<file path="src/rtl/dtree_seq_eval.sv">
// dtree_seq_eval: table-driven decision-tree classifier walking one node per cycle
module dtree_seq_eval #(
  parameter int N_FEAT = 9,
  parameter int FEAT_W = 8,
  parameter int CLS_W = 2,
  parameter int NODES = 64,
  parameter int MAX_DEPTH = 16,
  localparam int NA_W = $clog2(NODES),
  localparam int FI_W = $clog2(N_FEAT),
  localparam int PR_W = $clog2(FEAT_W + 1),
  localparam int DP_W = $clog2(MAX_DEPTH + 1),
  localparam int CFG_W = 1 + FI_W + PR_W + FEAT_W + 2 * NA_W
) (
  input  logic                     clk,
  input  logic                     rst,
  input  logic                     cfg_we,
  input  logic [NA_W-1:0]          cfg_addr,
  input  logic [CFG_W-1:0]         cfg_data,
  output logic                     cfg_busy,
  input  logic                     in_valid,
  output logic                     in_ready,
  input  logic [N_FEAT*FEAT_W-1:0] in_feat,
  output logic                     out_valid,
  input  logic                     out_ready,
  output logic [CLS_W-1:0]         out_class,
  output logic [DP_W-1:0]          out_depth,
  output logic                     out_err
);
  typedef enum logic [1:0] {IDLE, WALK, DONE} state_t;
  localparam logic [PR_W-1:0] FW = PR_W'(FEAT_W);
  localparam logic [FI_W-1:0] NF = FI_W'(N_FEAT);
  localparam logic [DP_W-1:0] MD = DP_W'(MAX_DEPTH);
  state_t state;
  logic [CFG_W-1:0] mem [NODES];
  logic [N_FEAT*FEAT_W-1:0] feat;
  logic [FEAT_W-1:0] fa [N_FEAT];
  logic [NA_W-1:0] ptr, lptr, rptr;
  logic [DP_W-1:0] depth;
  logic leaf, bad, go;
  logic [FI_W-1:0] fidx;
  logic [PR_W-1:0] prec, p;
  logic [FEAT_W-1:0] thr, fx, tm;
  for (genvar i = 0; i < N_FEAT; i++) begin : g_fa
    assign fa[i] = feat[i*FEAT_W +: FEAT_W];
  end
  assign {leaf, fidx, prec, thr, lptr, rptr} = mem[ptr];
  assign in_ready = state == IDLE;
  assign cfg_busy = state != IDLE;
  assign out_valid = state == DONE;
  assign out_depth = depth;
  always_comb begin
    bad = fidx >= NF || depth == MD;
    p = (prec == '0 || prec > FW) ? FW : prec;
    fx = fa[fidx < NF ? fidx : '0];
    tm = thr & ~({FEAT_W{1'b1}} << p);
    go = (fx >> (FW - p)) <= tm;
  end
  always_ff @(posedge clk)
    if (cfg_we && state == IDLE) mem[cfg_addr] <= cfg_data;
  always_ff @(posedge clk or posedge rst)
    if (rst) begin
      state <= IDLE;
      feat <= '0;
      ptr <= '0;
      depth <= '0;
      out_class <= '0;
      out_err <= 1'b0;
    end else
      unique case (state)
        IDLE:
          if (in_valid) begin
            feat <= in_feat;
            ptr <= '0;
            depth <= '0;
            state <= WALK;
          end
        WALK:
          if (leaf) begin
            out_class <= thr[CLS_W-1:0];
            out_err <= 1'b0;
            state <= DONE;
          end else if (bad) begin
            out_class <= '0;
            out_err <= 1'b1;
            state <= DONE;
          end else begin
            depth <= depth + 1'b1;
            ptr <= go ? lptr : rptr;
          end
        DONE: if (out_ready) state <= IDLE;
        default: state <= IDLE;
      endcase
endmodule

</file>
<file path="config.mk">
export PLATFORM = sky130hd
export DESIGN_NAME = dtree_seq_eval
export DESIGN_NICKNAME = d
export VERILOG_FILES = /design/src/rtl/dtree_seq_eval.sv
export SDC_FILE = /design/constraint.sdc
export NUM_CORES = 2
export LEC_CHECK = 0
export BUFFER_PORTS_ARGS = -buffer_cell sky130_fd_sc_hd__buf_2
export CORE_AREA = 2 2 353 355
export DETAILED_ROUTE_END_ITERATION = 10
export DIE_AREA = 0 0 355 357
export GPL_ROUTABILITY_DRIVEN = 0
export PLACE_DENSITY = 0.78
export SETUP_SLACK_MARGIN = 0.02
export SYNTH_ARGS = -nofsm -noshare
export SYNTH_HDL_FRONTEND = slang
export SYNTH_SLANG_ARGS = --single-unit
</file>
<file path="constraint.sdc">
create_clock -name clk -period 7.7 [get_ports clk]
set_input_delay 0.77 -clock clk [delete_from_list [all_inputs] [get_ports clk]]
set_output_delay 0.77 -clock clk [all_outputs]
set_load 0.005 [all_outputs]
</file>
Word level (Yosys, flattened, before mapping)
Memories as Yosys holds them, arrays and structs flattened.
Cells that the tools add are included.
{ "classes": {"addsub": 2, "mul": 0, "div": 0, "magnitude_cmp": 5, "n_eq_ne": 8, "shifts": 2, "n_mux": 25, "bitwise": 3, "n_reduce_logical": 12} }
{ "op_table": {"columns": ["operator", "count"], "rows": [
  ["binary-select mux 8 bit (select 4 bit)", 1],
  ["two-way mux 6 bit", 4],
  ["two-way mux 8 bit", 2],
  ["two-way mux 5 bit", 3],
  ["two-way mux 2 bit", 6],
  ["case mux 6 bit (2 select lines)", 1],
  ["case mux 5 bit (2 select lines)", 1],
  ["bitwise AND 8 bit", 1],
  ["less-or-equal comparator 8 bit", 1],
  ["two-way mux 4 bit", 2],
  ["NOT 8 bit", 1],
  ["left shift 8 x 4 -> 8 bit, first input constant", 1],
  ["right shift 8 x 4 -> 8 bit", 1],
  ["inequality test 2 bit, second input constant", 3],
  ["case mux 2 bit (3 select lines)", 1],
  ["nonzero test 2 bit", 3],
  ["adder 5 x 1 -> 5 bit, second input constant", 1],
  ["equality test 5 bit, second input constant", 1],
  ["greater-or-equal comparator 5 bit, second input constant", 1],
  ["NOT 4 -> 5 bit", 1],
  ["greater-or-equal comparator 4 bit, second input constant", 1],
  ["> comparator 4 bit, second input constant", 1],
  ["zero test 4 bit", 1],
  ["less-than comparator 4 bit, second input constant", 1],
  ["12 further kinds", 17]
]} }
{ "totals": {"register_bits": 88, "latchBits": 0, "mem_bits_rw": 1856, "romBits": 0, "input_bits": 112, "output_inout_bits": 11, "memories": 1} }
{ "mem_list": {"columns": ["memory", "words", "word_bits", "read_ports", "rd_ports_with_merged_regs", "wr", "line_no", "text"], "rows": [
  ["mem", 64, 29, 1, 0, 1, "34", "logic [CFG_W-1:0] mem [NODES];"]
]} }

Depth between registers and ports, before layout
An unclocked memory read counts as a cell.
{ "depth": {"ltp_word": 13, "depth_mapped": 33} }

Worst setup path after synthesis
No wires, ideal clock.
{ "synth_path": {"path_kind": "reg-to-reg", "startpoint": "register ptr[0]", "endpoint": "register ptr[2]", "arrival_ps": 5983, "path_slack_ps": 1593, "stages_incl_launch_ff": 32, "cell_sequence": "dfrtp_1 buf_6 buf_12 buf_8 buf_8 buf_8 buf_2 mux4_2 mux4_2 mux4_2 and2_1 inv_1 ha_1 inv_1 ha_1 clkbuf_1 nor2_1 o21ai_0 a211oi_1 o31ai_1 nand4_1 ha_1 nor2b_1 o21ai_0 nand2b_1 a21oi_1 o21ai_0 o21a_1 buf_1 mux2i_1 nor2_1 mux2_2"} }
{ "synth_between": {"elab_chain_cells": 13, "elab_cells_between_ends": 26, "cone_classes": "add/sub (1); order compare (4); eq/ne (2); shift (2); mux (9); bitwise (3); reduce/logical (4); memory (1)"} }
{ "synth_lines": {"columns": ["item", "line_no", "text"], "rows": [
  ["from (decl)", "37", "logic [NA_W-1:0] ptr, lptr, rptr;"],
  ["from (signal assigned)", "88", "ptr <= go ? lptr : rptr;"],
  ["memory (64 x 29 bit) *", null, null],
  ["less-than comparator 4 bit", "54", "fx = fa[fidx < NF ? fidx : '0];"],
  ["two-way mux 4 bit", "54", null],
  ["NOT 4 -> 5 bit", "54", null],
  ["binary-select mux 8 bit (select 4 bit)", "54", null],
  ["two-way mux 8 bit (2 in a row)", "54", null],
  ["right shift 8 x 4 -> 8 bit", "56", "go = (fx >> (FW - p)) <= tm;"],
  ["less-or-equal comparator 8 bit", "56", null],
  ["two-way mux 6 bit", "88", null],
  ["two-way mux 6 bit", "82", "end else if (bad) begin"],
  ["two-way mux 6 bit", "78", "if (leaf) begin"],
  ["case mux 6 bit (2 select lines)", "69", "unique case (state)"]
]} }
Mark *: on every way between the ends. The rest lies on a longest branch, timed or not. The select of a mux whose other input is x is not followed.
A chain may end at the register's enable or synchronous reset.

Final worst setup path
{ "layout_path": {"startpoint": "register ptr[0]", "endpoint": "register ptr[4]"} }
Same word-level chain as after synthesis.

==> impl_metrics.ini <==
[hold_path]
hold_end = feat[13]
hold_path_depth = 3
hold_removal_path_class = in -> reg
hp-start = in_feat[13]

[synthesis]
post-synth-top-area-fraction_pct = 73.5
ys_seq_area_share_pct = 76.4
post_syn_instances = 3256
synthesis.area_um2 = 75900
synth_enable_flop_cells = 1856
predominant_post_synthesis_flop_cell = edfxtp_1
synthDominantAreaCellType = edfxtp_1
postSynthAreaPerCell_um2 = 23.3
ys_types = 71
synth-async-reset-ratio_pct = 4.53
synthesis.yosys.warnings = 0
yosys_register_bits = 1944
nets_in_the_synthesized_netlist = 3382
synth.area.top_cells = edfxtp_1, mux4_2, dfrtp_1

[timing]
setup-tns-final_ns = 0
layout_setup_ws_ns = 0.382
clock_skew_ns = 0.0344
worst_slew_margin_rel_pct = 10.6
final_period_util_pct = 95.0
final_max_slew_viol_count = 0
grt_setup_unrepaired = no
final_critical_path_time_including_i_o_delays_and_setup_ns = 7.32
setup_viol = 0
hold_viol = 0
max_freq_mhz = 137
worstMarginPinSlew_ns = 1.34

[clocking]
cts_buffers = 183
cts_resized = 0
postCtsSetupBuffers = 0
clk_pin_slew_ns = 0.06
tritoncts_num_sinks = 1944
hold_buffers = 1
clk-insertion-delay-late_ns = 0.83
clk_tree_root_cell = clkbuf_16
clockBufferDepth = 3
clock_tree_from_tritoncts = built
htree_num_levels = 4

[floorplan]
initial_core_util_pct = 61.7
dieArea_um2 = 127000
placementRows = 129
die_w_um = 355
chipHeight_um = 357
io_pins = 123
design.core.area_um2 = 123000

[route]
post-route-drc-count = 0
finalWirelength_um = 214000
routedWlPerCell_um = 40.5
detail_route.first_pass.iterations = 8
dr_total_vias = 38800
routed_via_density = 7.33
detail-route-antenna-nets = 0
drt_first_iter_violations = 6884

[global_route]
global_route.usage.total_pct = 34.6
antenna_found_initial = 15
grt_pass1_vias = 39100
largest_net_degree_at_the_start_of_global_routing = 100
grt_pass1_wl_um = 300000
global_route_congestion_overflow_total = 0

[place]
portBuffers = 122
detailedPlacementHpwl_um = 110000
worst_case_setup_slack_after_placement_ns = 0.804

[pwr]
power.static_leakage_nw = 26.2
finalPower_mw = 28.9
irDropWorstVdd_v = 0.000581
powerDensity_nw_per_um2 = 341

[worst_setup_path]
worst_ep_arrival_time_ns = 8.02
criticalPathCategory = reg -> reg
ff2ff_path_depth = 21
worst-endpoint-required_ns = 8.40
worst_setup_path_start_kind = flop
critical_path.reg2reg.startpoint = ptr[0]
timing.reg2reg.setup_slack_ns = 0.38
timing.critical_path.fanout_max = 40
worst_setup_path_end_kind = flop
setup.worst_path.start = ptr[0]
crit-reg2reg-capture = ptr[4]

[finish]
post_route_cells_drive_above_1_share_pct = 33.2
mostFrequentLayoutCell = edfxtp_1
fin_nets = 3625
layout-area-overhead-vs-synth_pct = 11.7
mostFrequentLayoutCells = edfxtp_1, mux4_2, clkbuf_16

[run_status]
status = complete, no violations

[job]
maxCapViolCount = 0
## worst max-delay path: stages, from the launching register on
cell      delay (ns)
dfrtp_4         1.01
buf_4           0.44
nor2_1          0.17
a211oi_1        0.27
nand3_1         0.14
and4_1          0.33
nor2_1          0.91
mux2i_1         0.29
mux2i_1         0.14
a221oi_1        0.43
mux2i_1         0.17
mux4_2          0.51
ha_1            0.33
nor2b_1         0.14
o21ai_0         0.08
nand2b_1        0.07
a21oi_1         0.07
o21ai_0         0.18
o21a_1          0.73
mux2i_1         0.35
nor2_1          0.07
mux2_2          0.29
## state kept, by name, indices dropped and copies added (netlist names)
register   flops
out_class      2
ptr            6
feat          72
out_depth      5
state          2
out_err        1
mem         1856
## worst max path at each step
stage          cells past startpoint     end  slack, ns
3_3_place_gp                      24  ptr[5]       0.89
5_1_grt                           21  ptr[4]       0.06
6_report                          21  ptr[4]       0.38
3_5_place_dp                      21  ptr[4]       0.80
4_1_cts                           24  ptr[4]       0.58
2_1_floorplan                     31  ptr[2]       1.59
## synthesized netlist by cell type (3+ instances only)
| master | instances |
|---|---|
| nand2b_1 | 10 |
| buf_6 | 21 |
| a21boi_0 | 4 |
| inv_1 | 18 |
| buf_1 | 14 |
| clkbuf_1 | 62 |
| a211oi_1 | 8 |
| o221ai_1 | 3 |
| nand4_1 | 9 |
| buf_4 | 30 |
| nor4_1 | 4 |
| nor3b_1 | 3 |
| ha_1 | 14 |
| mux4_1 | 9 |
| a221oi_1 | 7 |
| o21ai_0 | 21 |
| buf_8 | 3 |
| edfxtp_1 | 1856 |
| and4_1 | 3 |
| nor2b_1 | 15 |
| o21ai_1 | 3 |
| and2_1 | 13 |
| nand3_1 | 23 |
| mux2i_1 | 67 |
| nand2_1 | 60 |
| a21o_1 | 5 |
| a31oi_1 | 5 |
| nand3b_1 | 4 |
| a2111oi_0 | 7 |
| nor2_1 | 91 |
| or3_1 | 6 |
| and3_1 | 6 |
| a21oi_1 | 12 |
| buf_2 | 39 |
| dfrtp_1 | 88 |
| mux4_2 | 560 |
| a22oi_1 | 14 |
| nor3_1 | 7 |
| a22o_1 | 4 |
| mux2_2 | 83 |
## routing by layer
layer | up-vias | wire, um | GRT usage, %
met5 | - | 181 | 0
met4 | 18 | 12700 | 17.7
met3 | 733 | 31800 | 10.9
met2 | 3537 | 101000 | 53.5
met1 | 20100 | 68800 | 44.9
li1 | 14400 | - | -
## cell families (layout without fill, tap and decap cells)
kind of cell,Yosys count,after routing,share of synthesized area [%]
AO/OA/AOI/OAI,116,116,1.12
XOR/XNOR,2,2,0.0231
adder cells (fa/ha/maj),14,14,0.231
buffers and inverters,190,579,1.43
flip-flops,1944,1944,76.4
multiplexers,719,719,19.1
other,0,9,0
AND/OR/NAND/NOR,271,271,1.78
## cell type report
cell class | instances | area, um2
antenna | 9 | 22.5
clock buffer | 219 | 4840
clock inverter | 112 | 957
fill | 6969 | 38300
inverter | 20 | 81.3
multi-input combinational | 1122 | 17300
sequential | 1944 | 58000
tap | 1637 | 2050
timing repair buffer | 228 | 1480
## stage by stage
stage | instance area [um2] | hold WS [ns] | std cells | util, %
6_report | 84700 | 0.196 | 5291 | 68.9
5_1_grt | 84700 | 0.176 | 5284 | 68.9
4_1_cts | 84700 | 0.154 | 5282 | 68.9
3_5_place_dp | 78900 | 0.499 | 4950 | 64.1
3_3_place_gp | 78900 | 0.502 | 4950 | 64.1
2_1_floorplan | 75900 | 0.472 | 3256 | -
## report_power, final
group | switching, mW | internal, mW | total [mW]
sequential | 0.358 | 11.9 | 12.2
clock | 3.91 | 4.98 | 8.89
combinational | 4.23 | 3.60 | 7.82
(Power assumes the default switching activity.)
